<file path="config.mk">
export PLATFORM = sky130hd
export DESIGN_NAME = reorder_buffer
export DESIGN_NICKNAME = d
export VERILOG_FILES = /design/src/rtl/reorder_buffer_pkg.sv /design/src/rtl/reorder_buffer_lookup.sv /design/src/rtl/reorder_buffer.sv
export SDC_FILE = /design/constraint.sdc
export NUM_CORES = 2
export LEC_CHECK = 0
export ABC_AREA = 0
export ABC_CLOCK_PERIOD_IN_PS = 4300
export BUFFER_PORTS_ARGS = -buffer_cell sky130_fd_sc_hd__buf_2
export CAP_MARGIN = 25
export CORE_MARGIN = 4
export CORE_UTILIZATION = 40
export DETAILED_ROUTE_END_ITERATION = 10
export PLACE_DENSITY = 0.63
export SETUP_SLACK_MARGIN = 0.5
export SYNTH_ARGS = -nofsm -noshare
export SYNTH_HDL_FRONTEND = slang
export SYNTH_SLANG_ARGS = --single-unit
</file>
<file path="constraint.sdc">
create_clock -name clk -period 4.3 [get_ports clk]
set_input_delay 0.86 -clock clk [delete_from_list [all_inputs] [get_ports clk]]
set_output_delay 0.86 -clock clk [all_outputs]
set_load 0.01 [all_outputs]
</file>
<file path="src/rtl/reorder_buffer_pkg.sv">
// Shared sizes, op-type codes and small decode helpers for the reorder buffer.
package reorder_buffer_pkg;

    localparam int ROB_SIZE     = 8;
    localparam int ROB_ID_WIDTH = 4;
    localparam int IDX_W        = $clog2(ROB_SIZE);
    localparam int OP_WIDTH     = 6;
    localparam int VAL_WIDTH    = 32;
    localparam int ADDR_WIDTH   = 32;

    typedef logic [OP_WIDTH-1:0] op_t;

    localparam op_t OP_NOP   = 6'd0;
    localparam op_t OP_LUI   = 6'd1;
    localparam op_t OP_AUIPC = 6'd2;
    localparam op_t OP_JAL   = 6'd3;
    localparam op_t OP_JALR  = 6'd4;
    localparam op_t OP_BEQ   = 6'd5;
    localparam op_t OP_BNE   = 6'd6;
    localparam op_t OP_BLT   = 6'd7;
    localparam op_t OP_BGE   = 6'd8;
    localparam op_t OP_BLTU  = 6'd9;
    localparam op_t OP_BGEU  = 6'd10;
    localparam op_t OP_LW    = 6'd11;
    localparam op_t OP_SB    = 6'd12;
    localparam op_t OP_SH    = 6'd13;
    localparam op_t OP_SW    = 6'd14;
    localparam op_t OP_ADD   = 6'd15;

    // Static per-entry info captured at issue time.
    typedef struct packed {
        op_t                   op;
        logic [4:0]            rd;
        logic                  pred_taken;
        logic [ADDR_WIDTH-1:0] alt_pc;
    } rob_ent_t;

    // Conditional branches only; JAL/JALR targets are resolved at fetch/ALU and never redirect here.
    function automatic logic is_branch(input op_t op);
        return op inside {OP_BEQ, OP_BNE, OP_BLT, OP_BGE, OP_BLTU, OP_BGEU};
    endfunction

    function automatic logic is_store(input op_t op);
        return op inside {OP_SB, OP_SH, OP_SW};
    endfunction

    // Slot i carries tag i+1; tag 0 means "no dependency".
    function automatic logic [ROB_ID_WIDTH-1:0] tag_of(input int i);
        return ROB_ID_WIDTH'(i + 1);
    endfunction

endpackage

</file>
<file path="src/rtl/reorder_buffer_lookup.sv">
// Operand tag lookup: returns a value for a tag from the entry itself or a same-cycle CDB broadcast.
module reorder_buffer_lookup
    import reorder_buffer_pkg::*;
(
    input  logic [ROB_ID_WIDTH-1:0]             label,
    input  logic [ROB_SIZE-1:0]                 busy,
    input  logic [ROB_SIZE-1:0]                 ready,
    input  logic [ROB_SIZE-1:0][VAL_WIDTH-1:0]  vals,
    input  logic                                rs_en,
    input  logic [ROB_ID_WIDTH-1:0]             rs_lab,
    input  logic [VAL_WIDTH-1:0]                rs_val,
    input  logic                                lsb_en,
    input  logic [ROB_ID_WIDTH-1:0]             lsb_lab,
    input  logic [VAL_WIDTH-1:0]                lsb_val,
    output logic                                hit,
    output logic [VAL_WIDTH-1:0]                val
);

    // Lowest priority written first: lsb bypass, then rs bypass, then the stored entry value.
    always_comb begin
        hit = 1'b0;
        val = '0;
        if (label != '0) begin
            if (lsb_en && lsb_lab == label) begin
                hit = 1'b1;
                val = lsb_val;
            end
            if (rs_en && rs_lab == label) begin
                hit = 1'b1;
                val = rs_val;
            end
            for (int i = 0; i < ROB_SIZE; i++) begin
                if (label == tag_of(i) && busy[i] && ready[i]) begin
                    hit = 1'b1;
                    val = vals[i];
                end
            end
        end
    end

endmodule

</file>
<file path="src/rtl/reorder_buffer.sv">
// 8-entry circular reorder buffer: tag allocation, CDB capture, in-order commit, mispredict flush.
module reorder_buffer
    import reorder_buffer_pkg::*;
(
    input  logic                    clk,
    input  logic                    rst_in,
    input  logic                    rdy_in,
    input  logic                    dec2rob_en,
    input  logic [OP_WIDTH-1:0]     issue_type,
    input  logic [4:0]              issue_rd,
    input  logic                    issue_pred_taken,
    input  logic [ADDR_WIDTH-1:0]   issue_alt_pc,
    output logic [ROB_ID_WIDTH-1:0] newTag,
    output logic                    isFull,
    input  logic [ROB_ID_WIDTH-1:0] label1,
    input  logic [ROB_ID_WIDTH-1:0] label2,
    output logic                    ready1,
    output logic                    ready2,
    output logic [VAL_WIDTH-1:0]    res1,
    output logic [VAL_WIDTH-1:0]    res2,
    input  logic                    rs_cdb_en,
    input  logic [ROB_ID_WIDTH-1:0] rs_cdb2lab,
    input  logic [VAL_WIDTH-1:0]    rs_cdb2val,
    input  logic                    rs_cdb_taken,
    input  logic                    lsb_cdb_en,
    input  logic [ROB_ID_WIDTH-1:0] lsb_cdb2lab,
    input  logic [VAL_WIDTH-1:0]    lsb_cdb2val,
    output logic                    commit_en,
    output logic [ROB_ID_WIDTH-1:0] commit_lab,
    output logic [VAL_WIDTH-1:0]    commit_val,
    output logic [4:0]              commit_rd,
    output logic                    commit_store,
    output logic                    flush,
    output logic [ADDR_WIDTH-1:0]   flush_pc
);

    logic [ROB_SIZE-1:0]                busy_q, busy_d, ready_q, ready_d, taken_q, taken_d;
    logic [ROB_SIZE-1:0][VAL_WIDTH-1:0] val_q, val_d;
    rob_ent_t [ROB_SIZE-1:0]            ent_q, ent_d;
    logic [IDX_W-1:0]                   head_q, head_d, tail_q, tail_d;
    logic [ROB_ID_WIDTH-1:0]            count_q, count_d;
    logic                               commit_en_q, commit_en_d, commit_store_q, commit_store_d;
    logic                               flush_q, flush_d;
    logic [ROB_ID_WIDTH-1:0]            commit_lab_q, commit_lab_d;
    logic [VAL_WIDTH-1:0]               commit_val_q, commit_val_d;
    logic [4:0]                         commit_rd_q, commit_rd_d;
    logic [ADDR_WIDTH-1:0]              flush_pc_q, flush_pc_d;

    logic     issue_ok, commit_fire, mispredict;
    rob_ent_t head_ent;

    // Full is count-based only, so a same-cycle commit never opens a slot for issue.
    assign isFull      = (count_q == ROB_ID_WIDTH'(ROB_SIZE));
    assign newTag      = ROB_ID_WIDTH'(tail_q) + ROB_ID_WIDTH'(1);
    assign issue_ok    = rdy_in && dec2rob_en && !isFull && !flush_q;
    assign head_ent    = ent_q[head_q];
    assign commit_fire = rdy_in && !flush_q && busy_q[head_q] && ready_q[head_q];
    assign mispredict  = is_branch(head_ent.op) && (taken_q[head_q] != head_ent.pred_taken);

    reorder_buffer_lookup u_lookup1 (
        .label(label1), .busy(busy_q), .ready(ready_q), .vals(val_q),
        .rs_en(rs_cdb_en), .rs_lab(rs_cdb2lab), .rs_val(rs_cdb2val),
        .lsb_en(lsb_cdb_en), .lsb_lab(lsb_cdb2lab), .lsb_val(lsb_cdb2val),
        .hit(ready1), .val(res1)
    );

    reorder_buffer_lookup u_lookup2 (
        .label(label2), .busy(busy_q), .ready(ready_q), .vals(val_q),
        .rs_en(rs_cdb_en), .rs_lab(rs_cdb2lab), .rs_val(rs_cdb2val),
        .lsb_en(lsb_cdb_en), .lsb_lab(lsb_cdb2lab), .lsb_val(lsb_cdb2val),
        .hit(ready2), .val(res2)
    );

    // Next state: stall holds everything, flush empties the buffer, otherwise capture/commit/issue.
    always_comb begin
        busy_d         = busy_q;
        ready_d        = ready_q;
        taken_d        = taken_q;
        val_d          = val_q;
        ent_d          = ent_q;
        head_d         = head_q;
        tail_d         = tail_q;
        count_d        = count_q;
        commit_en_d    = 1'b0;
        commit_store_d = 1'b0;
        flush_d        = 1'b0;
        commit_lab_d   = commit_lab_q;
        commit_val_d   = commit_val_q;
        commit_rd_d    = commit_rd_q;
        flush_pc_d     = flush_pc_q;
        if (rdy_in) begin
            if (flush_q) begin
                head_d  = '0;
                tail_d  = '0;
                count_d = '0;
                busy_d  = '0;
                ready_d = '0;
            end else begin
                // RS is applied last so it wins when both CDBs carry the same tag.
                for (int i = 0; i < ROB_SIZE; i++) begin
                    if (lsb_cdb_en && lsb_cdb2lab == tag_of(i) && busy_q[i]) begin
                        ready_d[i] = 1'b1;
                        val_d[i]   = lsb_cdb2val;
                    end
                    if (rs_cdb_en && rs_cdb2lab == tag_of(i) && busy_q[i]) begin
                        ready_d[i] = 1'b1;
                        val_d[i]   = rs_cdb2val;
                        taken_d[i] = rs_cdb_taken;
                    end
                end
                if (commit_fire) begin
                    busy_d[head_q]  = 1'b0;
                    ready_d[head_q] = 1'b0;
                    head_d          = head_q + IDX_W'(1);
                    commit_en_d     = 1'b1;
                    commit_lab_d    = ROB_ID_WIDTH'(head_q) + ROB_ID_WIDTH'(1);
                    commit_val_d    = val_q[head_q];
                    commit_rd_d     = mispredict ? 5'd0 : head_ent.rd;
                    commit_store_d  = is_store(head_ent.op);
                    if (mispredict) begin
                        flush_d    = 1'b1;
                        flush_pc_d = head_ent.alt_pc;
                    end
                end
                if (issue_ok) begin
                    busy_d[tail_q]           = 1'b1;
                    ready_d[tail_q]          = 1'b0;
                    taken_d[tail_q]          = 1'b0;
                    ent_d[tail_q].op         = issue_type;
                    ent_d[tail_q].rd         = issue_rd;
                    ent_d[tail_q].pred_taken = issue_pred_taken;
                    ent_d[tail_q].alt_pc     = issue_alt_pc;
                    tail_d                   = tail_q + IDX_W'(1);
                end
                count_d = count_q + {{(ROB_ID_WIDTH-1){1'b0}}, issue_ok}
                                  - {{(ROB_ID_WIDTH-1){1'b0}}, commit_fire};
            end
        end
    end

    // State register with synchronous active-low reset.
    always_ff @(posedge clk) begin
        if (!rst_in) begin
            busy_q         <= '0;
            ready_q        <= '0;
            taken_q        <= '0;
            val_q          <= '0;
            ent_q          <= '0;
            head_q         <= '0;
            tail_q         <= '0;
            count_q        <= '0;
            commit_en_q    <= 1'b0;
            commit_store_q <= 1'b0;
            flush_q        <= 1'b0;
            commit_lab_q   <= '0;
            commit_val_q   <= '0;
            commit_rd_q    <= '0;
            flush_pc_q     <= '0;
        end else begin
            busy_q         <= busy_d;
            ready_q        <= ready_d;
            taken_q        <= taken_d;
            val_q          <= val_d;
            ent_q          <= ent_d;
            head_q         <= head_d;
            tail_q         <= tail_d;
            count_q        <= count_d;
            commit_en_q    <= commit_en_d;
            commit_store_q <= commit_store_d;
            flush_q        <= flush_d;
            commit_lab_q   <= commit_lab_d;
            commit_val_q   <= commit_val_d;
            commit_rd_q    <= commit_rd_d;
            flush_pc_q     <= flush_pc_d;
        end
    end

    assign commit_en    = commit_en_q;
    assign commit_lab   = commit_lab_q;
    assign commit_val   = commit_val_q;
    assign commit_rd    = commit_rd_q;
    assign commit_store = commit_store_q;
    assign flush        = flush_q;
    assign flush_pc     = flush_pc_q;

endmodule

</file>
==> flow_metrics.py <==
metrics = {
    "critical_path": {
        "required_ns": 3.44,
        "crit_type": "in -> out",
        "cp.arrival_ns": 2.96,
        "crit_fanout": 6,
        "cp-end-kind": "output pin",
        "worstSetupStartpointType": "input port",
    },
    "power_and_ir_drop": {
        "ir_worst_vdd_v": 0.000359,
        "p_leak_nw": 14.2,
        "powerDensity_nw_per_um2": 344,
        "power_mw": 15.1,
    },
    "grt": {
        "grt_pass1_vias": 34600,
        "grt_max_degree": 106,
        "grt_first_pass_wirelength_microns": 225000,
        "groute.usage.overall_pct": 29.3,
        "grt-ovfl-total": 0,
        "grt_antenna_before_repair": 30,
    },
    "timing": {
        "rsz0062_at_grt": "true",
        "slew_viol_final": 0,
        "fmax_ghz": 0.262,
        "setup-tns-final_ns": 0,
        "finalSetupViolCount": 0,
        "finalCritPeriodShare_pct": 88.8,
        "period_needed_ns": 3.82,
        "hold_viol_final": 0,
        "finClkSkew_ns": 0.0206,
        "relSlewSlack_pct": 32.3,
        "worst_pin_slew_ns": 1.02,
        "whs_ns": 0.451,
    },
    "cells_and_area": {
        "syn2layout_area_growth_pct": 15.9,
        "stdcell_count": 5912,
        "fin_nets": 4713,
        "drive_gt1_share_pct": 17.4,
        "fill_cells": 9018,
    },
    "yosys": {
        "netlist_top_cells_count": "nand2_1 (791), dfxtp_1 (718), mux2i_1 (467)",
        "synth-edff-count": 0,
        "synth.avg_cell_area_sq_um": 8.28,
        "ys_seq_elements": 718,
        "syn_nets": 4728,
        "netlist_top_cells_area": "dfxtp_1 (38%), mux2i_1 (12%), nand2_1 (7.8%), a21oi_1 (6.1%), a211oi_1 (5.5%)",
        "syn_area_sq_um": 38000,
        "async_flop_share_pct": 0,
        "synth_top_area_share_pct": 37.8,
        "synth.most_common_cell": "nand2_1",
        "yosys_most_used_dff": "dfxtp_1",
        "synth_area_leader_cell": "dfxtp_1",
        "yosys_warnings": 0,
        "synthCells": 4589,
        "netlist-cell-type-count": 83,
        "ys_seq_area_share_pct": 37.8,
    },
    "status": {
        "outcome": "finished clean",
    },
    "routing": {
        "wl_per_cell_microns": 25.8,
        "ant_nets": 0,
        "drt_iter0_drc": 4467,
        "drc": 0,
        "vias": 36800,
        "routed_wl_microns": 153000,
        "via_per_inst": 6.23,
        "dr.pass1.iters": 10,
    },
    "clock_tree": {
        "cts_max_level": 3,
        "cts_tree": "yes",
        "clock_latency_ns": 0.66,
        "cts_buffers": 82,
        "cts_root_buffer": "clkbuf_16",
        "cts.clk_slew.worst_paths_ns": 0.06,
        "clkSinkCount": 718,
        "clockBufferDepth": 3,
    },
    "die": {
        "die-area_sq_um": 100000,
        "die_w_microns": 316,
        "rows": 112,
        "core_sq_um": 93700,
        "ios": 278,
        "die-height_microns": 316,
        "start_util_pct": 40.5,
    },
    "min_path": {
        "hold_path_class": "reg -> reg",
    },
    "placement": {
        "placed_cells": 5732,
        "port-buffer-count": 277,
        "gp_congestion": 0.939,
        "hpwlAfterDp_microns": 90900,
    },
    "run": {
        "drv_cap": 0,
    },
}
[worst max-delay path: stages]
cell	delay, ns
buf_4	0.14
xor2_1	0.17
nor3_2	0.22
nand3_4	0.14
buf_12	0.16
clkbuf_16	0.15
mux2_2	0.26
a222oi_1	0.30
o211a_1	0.22
nor3_1	0.05
buf_4	0.16
buf_6	0.12
[power breakdown]
| group | switching (mW) | total (mW) | internal (mW) |
|---|---|---|---|
| Combinational | 0.632 | 0.945 | 0.313 |
| Clock | 3.04 | 7.48 | 4.44 |
| Sequential | 0.0259 | 6.72 | 6.69 |
| Total | 3.70 | 15.1 | 11.4 |
[path summary, 6_finish.rpt]
kind                      start            to  slack, ns  depth (start not counted)
hold / removal       ent_q[272]    ent_q[272]       0.45                          2
setup reg to reg      head_q[1]  flush_pc[24]       0.87                          9
hold reg to reg      ent_q[272]    ent_q[272]       0.45                          2
setup / recovery  rs_cdb2lab[3]       res2[3]       0.48                         12
[through the flow]
step                cell area (sq um)  util (%)  worst slack [ns]
CTS                             43500      46.4             0.475
detailed placement              40400      43.1             0.191
floorplan                       38000         -             0.677
global placement                40400      43.1             0.210
global route                    44000      47.0             0.437
finish                          44100      47.0             0.480
[area by class of cell]
| class | count | area, sq um | share of cell area [%] |
|---|---|---|---|
| Clock inverter | 29 | 409 | 0.929 |
| Inverter | 17 | 72.6 | 0.165 |
| Timing Repair Buffer | 437 | 3270 | 7.42 |
| Tap cell | 1254 | 1570 | 3.56 |
| Antenna cell | 15 | 37.5 | 0.0852 |
| Multi-Input combinational cell | 3318 | 21800 | 49.6 |
| Clock buffer | 124 | 2450 | 5.57 |
| Sequential cell | 718 | 14400 | 32.7 |
[per-layer routing]
layer | vias to the layer above | track usage [%] | routed length (microns)
li1 | 16600 | - | -
met1 | 17600 | 38.1 | 60400
met2 | 2092 | 45.1 | 67200
met3 | 550 | 7.67 | 16600
met4 | 20 | 14.8 | 8500
met5 | - | 0 | 126
[state kept, by name, indices dropped and copies added, names as in the netlist]
register      cells
ent_q           352
val_q           256
commit_val       32
flush_pc         32
busy_q            8
ready_q           8
taken_q           8
commit_rd         5
commit_lab        4
count_q           4
head_q            3
tail_q            3
commit_en         1
commit_store      1
flush             1
[logic make-up after synthesis]
logic type / share of synthesized area (%)
xor gates and xnor gates: 0.461
AOI/OAI and AO/OA: 22.0
DFF: 37.8
buffers and inverters: 6.22
adders and majority gates: 0.283
muxes: 17.6
and+or+nand+nor: 15.6
[timing repair]
item,4_1_cts,5_1_grt
setup endpoints to repair,65,58
hold buffers,0,0
gates resized for setup,42,84
cloned,1,3
buffers inserted,2,6
pin swaps,3,42
[placed cells by master, fill, tap and decap left out, types with 87 or more instances in the layout]
cell	instances
buf_2	267
dfxtp_1	710
clkbuf_16	87
buf_4	106
nor2_1	364
nor3_1	122
mux2i_1	467
nand2_1	775
o22ai_1	131
a21oi_1	455
a211oi_1	276
No activity file was read; power rests on OpenSTA's default activity.
